[src/rtl/layer_sequencer_pkg.sv]
// Shared definitions for the layer sequencer: default sizing constants and
// the FSM state encoding.
package layer_sequencer_pkg;

  localparam int LS_DATA_WIDTH = 8;
  localparam int LS_TIMEOUT    = 64;

  localparam logic [1:0] ST_IDLE   = 2'd0;
  localparam logic [1:0] ST_STREAM = 2'd1;
  localparam logic [1:0] ST_WAIT   = 2'd2;
  localparam logic [1:0] ST_DONE   = 2'd3;

endpackage

[src/rtl/layer_sequencer.sv]
// Layer sequencer: accepts one input vector, streams its elements into the
// first cell of a layer chain, collects the per-cell results returned by the
// scaler into a register file, and hands the completed result vector to the
// consumer. A watchdog aborts the layer if the scaler stops answering.
module layer_sequencer
  import layer_sequencer_pkg::*;
#(
  parameter int DATA_WIDTH   = LS_DATA_WIDTH,
  parameter int INPUT_AMOUNT = 4,
  parameter int CELL_AMOUNT  = 4,
  parameter int TIMEOUT      = LS_TIMEOUT
) (
  input  logic                             clk,
  input  logic                             rst_n,
  input  logic                             in_valid,
  output logic                             in_ready,
  input  logic [DATA_WIDTH*INPUT_AMOUNT-1:0] in_vector,
  output logic [DATA_WIDTH+1:0]            layer_index,
  output logic [DATA_WIDTH-1:0]            layer_value,
  output logic                             layer_enable,
  input  logic [DATA_WIDTH+1:0]            scaler_index,
  input  logic [DATA_WIDTH-1:0]            scaler_value,
  input  logic                             scaler_enable,
  output logic                             out_valid,
  input  logic                             out_ready,
  output logic [DATA_WIDTH*CELL_AMOUNT-1:0] out_vector,
  output logic                             busy,
  output logic                             timeout_error
);

  localparam int IDX_W = DATA_WIDTH + 2;
  localparam int CNT_W = (INPUT_AMOUNT > 1) ? $clog2(INPUT_AMOUNT) : 1;
  localparam int TMR_W = (TIMEOUT > 1) ? $clog2(TIMEOUT) : 1;
  localparam logic [CNT_W-1:0] LAST_CNT   = CNT_W'(INPUT_AMOUNT - 1);
  localparam logic [TMR_W-1:0] LAST_TMR   = TMR_W'(TIMEOUT - 1);
  localparam logic [IDX_W-1:0] CELL_LIMIT = IDX_W'(CELL_AMOUNT);

  logic [1:0]                        r_state;
  logic                              r_in_ready;
  logic [DATA_WIDTH*INPUT_AMOUNT-1:0] r_vector;
  logic [CNT_W-1:0]                  r_count;
  logic [TMR_W-1:0]                  r_timer;
  logic [CELL_AMOUNT-1:0]            r_mask;
  logic [DATA_WIDTH*CELL_AMOUNT-1:0] r_out_vector;
  logic                              r_out_valid;
  logic                              r_timeout_error;
  logic                              r_layer_enable;
  logic [IDX_W-1:0]                  r_layer_index;
  logic [DATA_WIDTH-1:0]             r_layer_value;

  logic                              w_in_hs;
  logic                              w_capture;
  logic [CELL_AMOUNT-1:0]            w_hit;
  logic [CELL_AMOUNT-1:0]            w_mask_next;
  logic                              w_full;
  logic [CNT_W-1:0]                  w_next_cnt;
  logic [DATA_WIDTH-1:0]             w_next_elem;

  assign w_in_hs     = in_valid & r_in_ready;
  assign w_capture   = scaler_enable && (r_state == ST_STREAM || r_state == ST_WAIT)
                       && (scaler_index < CELL_LIMIT);
  assign w_mask_next = r_mask | w_hit;
  assign w_full      = &w_mask_next;
  assign w_next_cnt  = r_count + 1'b1;

  // Decode the returned scaler index into a one-hot cell select.
  always_comb begin
    w_hit = '0;
    for (int k = 0; k < CELL_AMOUNT; k++) begin
      if (w_capture && scaler_index == IDX_W'(k)) w_hit[k] = 1'b1;
    end
  end

  // Pick the element that goes out on the next streaming cycle.
  always_comb begin
    w_next_elem = '0;
    for (int k = 0; k < INPUT_AMOUNT; k++) begin
      if (w_next_cnt == CNT_W'(k)) w_next_elem = r_vector[k*DATA_WIDTH +: DATA_WIDTH];
    end
  end

  // Sequencer FSM with registered chain outputs and the result capture file.
  always_ff @(posedge clk or negedge rst_n) begin
    if (!rst_n) begin
      r_state         <= ST_IDLE;
      r_in_ready      <= 1'b0;
      r_vector        <= '0;
      r_count         <= '0;
      r_timer         <= '0;
      r_mask          <= '0;
      r_out_vector    <= '0;
      r_out_valid     <= 1'b0;
      r_timeout_error <= 1'b0;
      r_layer_enable  <= 1'b0;
      r_layer_index   <= '0;
      r_layer_value   <= '0;
    end else begin
      case (r_state)
        ST_IDLE: begin
          r_in_ready <= 1'b1;
          if (w_in_hs) begin
            // The first element is launched straight from the input so the
            // stream starts the cycle right after the handshake.
            r_vector        <= in_vector;
            r_count         <= '0;
            r_timer         <= '0;
            r_mask          <= '0;
            r_timeout_error <= 1'b0;
            r_layer_enable  <= 1'b1;
            r_layer_index   <= '0;
            r_layer_value   <= in_vector[DATA_WIDTH-1:0];
            r_in_ready      <= 1'b0;
            r_state         <= ST_STREAM;
          end
        end
        ST_STREAM, ST_WAIT: begin
          for (int k = 0; k < CELL_AMOUNT; k++) begin
            if (w_hit[k]) r_out_vector[k*DATA_WIDTH +: DATA_WIDTH] <= scaler_value;
          end
          r_mask <= w_mask_next;
          if (w_full) begin
            // All cells reported: finish even if streaming is not over.
            r_out_valid    <= 1'b1;
            r_layer_enable <= 1'b0;
            r_layer_index  <= '0;
            r_layer_value  <= '0;
            r_state        <= ST_DONE;
          end else if (r_state == ST_STREAM) begin
            if (r_count == LAST_CNT) begin
              r_layer_enable <= 1'b0;
              r_layer_index  <= '0;
              r_layer_value  <= '0;
              r_timer        <= '0;
              r_state        <= ST_WAIT;
            end else begin
              r_count       <= w_next_cnt;
              r_layer_index <= IDX_W'(w_next_cnt);
              r_layer_value <= w_next_elem;
            end
          end else if (r_timer == LAST_TMR) begin
            // Scaler went silent: flag it and drop the partial result.
            r_timeout_error <= 1'b1;
            r_mask          <= '0;
            r_out_vector    <= '0;
            r_in_ready      <= 1'b1;
            r_state         <= ST_IDLE;
          end else begin
            r_timer <= r_timer + 1'b1;
          end
        end
        ST_DONE: begin
          if (out_ready) begin
            r_out_valid <= 1'b0;
            r_in_ready  <= 1'b1;
            r_state     <= ST_IDLE;
          end
        end
        default: r_state <= ST_IDLE;
      endcase
    end
  end

  assign in_ready      = r_in_ready;
  assign layer_enable  = r_layer_enable;
  assign layer_index   = r_layer_index;
  assign layer_value   = r_layer_value;
  assign out_valid     = r_out_valid;
  assign out_vector    = r_out_vector;
  assign busy          = (r_state != ST_IDLE);
  assign timeout_error = r_timeout_error;

endmodule
[config.mk]
export PLATFORM = sky130hd
export DESIGN_NAME = layer_sequencer
export DESIGN_NICKNAME = d
export VERILOG_FILES = /design/src/rtl/layer_sequencer_pkg.sv /design/src/rtl/layer_sequencer.sv
export SDC_FILE = /design/constraint.sdc
export NUM_CORES = 1
export LEC_CHECK = 0
export CAP_MARGIN = 5
export CELL_PAD_IN_SITES_DETAIL_PLACEMENT = 0
export CELL_PAD_IN_SITES_GLOBAL_PLACEMENT = 1
export CORE_UTILIZATION = 39
export CTS_CLUSTER_SIZE = 25
export DETAILED_ROUTE_END_ITERATION = 10
export GPL_TIMING_DRIVEN = 0
export PLACE_DENSITY_LB_ADDON = 0.1
export SYNTH_ARGS = -nofsm -noshare
export SYNTH_HDL_FRONTEND = slang
export SYNTH_SLANG_ARGS = --single-unit
export TNS_END_PERCENT = 50
[constraint.sdc]
create_clock -name clk -period 7.9 [get_ports clk]
set_input_delay 2.37 -clock clk [delete_from_list [all_inputs] [get_ports clk]]
set_output_delay 2.37 -clock clk [all_outputs]
set_load 0.02 [all_outputs]
## Yosys cells after proc, flatten, opt, wreduce, memory -nomap -nowiden

Index checks and enable logic that the tools add are counted.

| word-level totals | value |
|---|---|
| bits in registers | 100 |
| bits of input ports | 55 |

| operators by class | value |
|---|---|
| add/subtract/negate cells | 2 |
| order comparisons | 1 |
| equal/unequal tests | 25 |
| muxes and demuxes | 64 |
| bitwise logic cells | 2 |
| reductions and logical operators | 25 |

Operator list:

| cell | number |
|---|---|
| $mux W32 | 3 |
| $mux W8 | 12 |
| $mux W10 | 3 |
| $mux W6 | 5 |
| $mux W2 | 11 |
| $eq A10 B2 Y1 const B | 2 |
| $pmux W10 S2 | 1 |
| $mux W1 | 16 |
| $mux W4 | 4 |
| $ne A2 B2 Y1 const B | 8 |
| $pmux W8 S2 | 1 |
| $reduce_and A4 Y1 | 4 |
| $reduce_and A5 Y1 | 3 |
| $ne A3 B3 Y1 const B | 4 |
| $pmux W6 S2 | 1 |
| $eq A10 B1 Y1 const B | 1 |
| $eq A2 B2 Y1 const B | 5 |
| $logic_not A10 Y1 | 1 |
| $lt A10 B3 Y1 const B | 1 |
| $ne A4 B4 Y1 const B | 2 |
| $pmux W4 S2 | 1 |
| $add A6 B1 Y6 const B | 1 |
| $eq A6 B6 Y1 const B | 1 |
| $logic_and A1 B1 Y1 | 6 |
| 14 further kinds | 22 |

## Logic depth before layout (Yosys ltp)

| logic depth | value |
|---|---|
| depth after elaboration | 11 |
| depth in mapped cells | 10 |

## Worst setup path before layout

OpenSTA, ideal clock, no wires.

| path | value |
|---|---|
| path type | in2reg |
| start point | input port scaler_index[5] |
| end point | register r_layer_index[0] (netlist: layer_index[0]) |
| library setup time | 0.125 ns |
| data arrival time | 4.439 ns |
| data required time | 7.775 ns |
| path slack | 3.336 ns |
| cell stages on the path | 6 |
| path buffers | 1 |
| path through | or4_4 > or4_1 > a22o_1 > buf_6 > a31oi_4 > mux2_4 |

| on the way | value |
|---|---|
| cells in the longest elaborated chain, start to end | 8 |
| elaborated cells on any way between the ends | 20 |
| those cells by class | 1 x order compare; 4 x eq/ne; 6 x mux; 1 x bitwise; 8 x reduce/logical |

Ends and longest elaborated chain:

| item | line | text |
|---|---|---|
| start: declaration | layer_sequencer.sv:21 | `input logic [DATA_WIDTH+1:0] scaler_index,` |
| $lt A10 B3 Y1 | layer_sequencer.sv:61 | `&& (scaler_index < CELL_LIMIT);` |
| $logic_and A1 B1 Y1 | layer_sequencer.sv:61 |  |
| $logic_and A1 B1 Y1 | layer_sequencer.sv:70 | `if (w_capture && scaler_index == IDX_W'(k)) w_hit[k] = 1'b1;` |
| $mux W1 | layer_sequencer.sv:70 |  |
| $or A4 B4 Y4 (*) | layer_sequencer.sv:62 | `assign w_mask_next = r_mask \| w_hit;` |
| $reduce_and A4 Y1 (*) | layer_sequencer.sv:63 | `assign w_full = &w_mask_next;` |
| $ne A3 B3 Y1 (no source line) or $mux W10 (tied branches) | n/a |  |
| $reduce_and A3 Y1 (no source line) or $pmux W10 S2 (tied branches) | n/a |  |
| end signal: assignment | layer_sequencer.sv:137 | `r_layer_index <= IDX_W'(w_next_cnt);` |
| end: declaration | layer_sequencer.sv:48 | `logic [IDX_W-1:0] r_layer_index;` |

Mark *: on every way between the ends. The rest lies on a longest branch, timed or not.
A chain may end at the register's enable or synchronous reset.

## Final worst setup path

| path | value |
|---|---|
| start point | input port scaler_index[5] |
| end point | register r_out_vector[5] (netlist: out_vector[5]) |

| on the way | value |
|---|---|
| cells in the longest elaborated chain, start to end | 8 |
| elaborated cells on any way between the ends | 20 |
| those cells by class | 1 x order compare; 3 x eq/ne; 8 x mux; 1 x bitwise; 7 x reduce/logical |

Ends and longest elaborated chain:

| item | line | text |
|---|---|---|
| $lt A10 B3 Y1 | layer_sequencer.sv:61 |  |
| $logic_and A1 B1 Y1 | layer_sequencer.sv:61 |  |
| $logic_and A1 B1 Y1 | layer_sequencer.sv:70 |  |
| $mux W1 | layer_sequencer.sv:70 |  |
| $mux W8 | layer_sequencer.sv:118 | `if (w_hit[k]) r_out_vector[k*DATA_WIDTH +: DATA_WIDTH] <= scaler_value;` |
| $mux W32 | layer_sequencer.sv:140 | `end else if (r_timer == LAST_TMR) begin` |
| $mux W32 | layer_sequencer.sv:128 | `end else if (r_state == ST_STREAM) begin` |
| $mux W32 (*) | layer_sequencer.sv:121 | `if (w_full) begin` |
| end signal: indexed assignment | layer_sequencer.sv:118 |  |
| end: declaration | layer_sequencer.sv:44 | `logic [DATA_WIDTH*CELL_AMOUNT-1:0] r_out_vector;` |

Marked as above.

==> qor.log <==
qor: outcome.run_status complete, no violations
qor: worst_setup_path.cpPeakStageDelay 0.56 ns
qor: sta.min_period_over_period 63.2%
qor: synth.postSynthRegisterBits 92
qor: clock_tree.clock_tree_from_tritoncts done
qor: worst_setup_path.critPathCaptureType register
qor: grt.grt_max_degree 68
qor: synth.synth.top_cells.by_count sky130_fd_sc_hd__dfrtp_1 (92), sky130_fd_sc_hd__nand2_1 (47), sky130_fd_sc_hd__a21oi_1 (34), sky130_fd_sc_hd__o311a_1 (33), sky130_fd_sc_hd__o21bai_1 (32)
qor: clock_tree.clock_sink_count 92
qor: clock_tree.cts.htree.levels 3
qor: drt.route.detailed.drc 0
qor: sta.maxClockFrequency 200 MHz
qor: drt.drt-total-wl 13.6 mm
qor: clock_tree.clkLatencyLatePin 0.34 ns
qor: drt.avgRoutedWirePerCell 17.8 um
qor: floorplanning.fp.dieW 113 um
qor: drt.detail_route.vias_per_cell 5.52
qor: placement.dpl-instance-area 6100 um2
qor: synth.synthesis.instances 475
qor: clock_tree.cts_hold_buf 0
qor: synth.synth_top_cell_area_share 47.6%
qor: clock_tree.ctsLongestPathBuffers 2
qor: synth.yosys.area.top_type sky130_fd_sc_hd__dfrtp_1
qor: synth.mappedNetlistArea 4830 um2
qor: worst_setup_path.worst-endpoint-arrival 5.26 ns
qor: worst_hold_path.holdCritPathClass register to register
qor: power.p_leak 0.00266 uW
qor: grt.antenna_violations_before_repair 0
qor: sta.finalHoldViolations 0
qor: worst_setup_path.worst-path-buf-inv 3
qor: floorplanning.core-area 12100 um2
qor: sta.setup_repair_after_global_routing_missed_its_margin false
qor: clock_tree.clockRootBuffer sky130_fd_sc_hd__clkbuf_16
qor: worst_setup_path.critical_path.cell_chain clkdlybuf4s50_1 -> or4_4 -> or4_1 -> a22oi_1 -> buf_4 -> buf_2 -> o21ai_0 -> o21bai_1
qor: synth.netlist_top_cells_area sky130_fd_sc_hd__dfrtp_1 (48%), sky130_fd_sc_hd__o311a_1 (6.8%), sky130_fd_sc_hd__mux2_2 (5.8%)
qor: clock_tree.cts_setup_buffers 0
qor: floorplanning.fp-row-count 40
qor: grt.first_global_vias 4323
qor: run.max_cap_violations 0
qor: floorplanning.floorplan.die_area 12800 um2
qor: sta.max-slew-margin-rel 37.1%
qor: synth.yosysSeqAreaShare 47.6%
qor: worst_setup_path.cp-start-kind input port
qor: floorplanning.io_pins 110
qor: placement.place_worst_setup_slack 2.51 ns
qor: drt.detailed_routing_iterations_pass_1 7
qor: grt.global_route.overflow_total 0
qor: drt.dr_total_vias 4230
qor: synth.avgSynthCellArea 10.2 um2
qor: grt.grt_usage 22.4%
qor: sta.worstMarginPinSlew 0.919 ns
qor: worst_setup_path.cp_slowest_cell sky130_fd_sc_hd__or4_1
qor: layout.layout.nets 659
qor: synth.post-synth-top-count-cell sky130_fd_sc_hd__dfrtp_1
qor: placement.hpwl 10.1 mm
qor: drt.route.antenna.remaining_nets 0
qor: synth.post_synth_edffs 0
qor: sta.clock_skew 0.00564 ns
qor: power.vdd_ir_max 242 uV
qor: clock_tree.cts_buffers 9
qor: synth.ys_warn_count 0
qor: grt.grt_pass1_wl 22.3 mm
qor: worst_setup_path.biggest_fanout_along_the_worst_timing_path 10
qor: synth.synth_async_sr_flop_share 100%
qor: sta.final_max_slew_viol_count 0
qor: power.cellPowerDensity 346 nW/um2
qor: worst_setup_path.path_delay_family simple AND/OR/NAND/NOR gates
qor: sta.tns 0 ns
qor: sta.postLayoutSetupSlackWorst 2.91 ns
qor: placement.port_buffers 100
qor: sta.final_setup_fails 0
qor: synth.synth.distinct_cells 50
qor: floorplanning.floorplan.initialDensity 40.1%
qor: worst_setup_path.critPathRequiredTime 8.16 ns
qor: clock_tree.path_clk_slew 0.07 ns
qor: clock_tree.cts-resized-gates 0
qor: floorplanning.fp.dieH 113 um
qor: sta.timing.final.crit_period 4.99 ns
qor: synth.ys_dominant_reg_cell sky130_fd_sc_hd__dfrtp_1
qor: drt.dr.first_iter.drc_count 218
qor: layout.post_route_cells_drive_above_1_share 10.2%
qor: layout.antenna_cells_inserted 0
qor: worst_setup_path.critPathKind input port to register
qor: layout.final_non_filler_cell_area 6390 um2
qor: placement.routability_congestion_estimate 0.849
qor: layout.syn2layout_area_growth 32.2%
==> flip-flops by register name, indices dropped and copies added (netlist names), 2 cells and up <==
register and flops:
r_state 2, layer_value 8, out_vector 32, r_count 2, r_vector 32, r_timer 6, layer_index 2, r_mask 4
==> power breakdown <==
group          internal [uW]  total [uW]  switching [uW]
clock network            245         432             186
logic                    432        1080             647
registers                611         699            87.8
==> layer usage <==
metal / track usage, % / share of wire, %
met4: 7.72 / 1.6
met2: 37.8 / 48
met5: 0 / 0
met3: 3.37 / 4.9
met1: 29.5 / 46
==> final cells by class <==
class | instances | area (um2)
inverters | 22 | 82.6
flip-flops and latches | 92 | 2300
repair buffers | 101 | 1030
clock inverters | 5 | 62.6
well taps | 168 | 210
clock buffers | 10 | 229
multi-input cells | 322 | 2250
plain buffers | 46 | 224
fillers | 1135 | 5670
==> kinds of logic after synthesis <==
family / Yosys count / synth area share, %
adder cells (fa/ha/maj): 10 / 2.59
AO/OA/AOI/OAI: 176 / 26.9
multiplexers: 30 / 6.96
AND/OR/NAND/NOR: 98 / 9.53
flip-flops: 92 / 47.6
buffers and inverters: 68 / 6.34
other: 1 / 0.0776
==> path summary, 6_finish.rpt <==
| kind | start | to | slack (ns) | cells after the start |
|---|---|---|---|---|
| hold / removal | r_vector[5] | r_vector[5] | 0.51 | 1 |
| min in group asynchronous | rst_n | r_mask[1] | 1.95 | 1 |
| setup / recovery | scaler_index[5] | out_vector[5] | 2.91 | 8 |
| hold reg to reg | r_vector[5] | r_vector[5] | 0.51 | 1 |
| setup reg to reg | r_state[0] | r_count[1] | 4.75 | 8 |
| max in group asynchronous | rst_n | out_vector[16] | 5.28 | 2 |
==> metrics by stage <==
step                      power (uW)  util (%)  std cells  hold WS (ns)
after floorplan                 1420         -        482         0.481
after global placement          1760      50.3        750         0.494
after detailed placement        1780      50.5        751         0.497
after CTS                       2220      53.0        766         0.512
after global routing            2360      53.0        766         0.521
final                           2210      53.0        766         0.507
==> worst reg2reg max path: cells and delay by family (launching register included) <==
kind                       cells  cell delay [ns]
AOI/OAI and AO/OA              2             0.85
buffers and inverters          3             0.78
DFF                            1             0.41
muxes                          1             0.41
and+or+nand+nor                1             0.30
adders and majority gates      1             0.27
==> placed cells by master, fill, tap and decap left out, drive strengths merged, types with 10 or more instances in the layout <==
cell	instances
inv	22
dfrtp	92
buf	20
clkdlybuf4s50	99
o311a	33
ha	10
nand3	14
nor2	10
o21bai	32
clkbuf	38
nand2	47
a21oi	34
o21ai	26
mux2	26
Power figures use the tool's default switching activity.
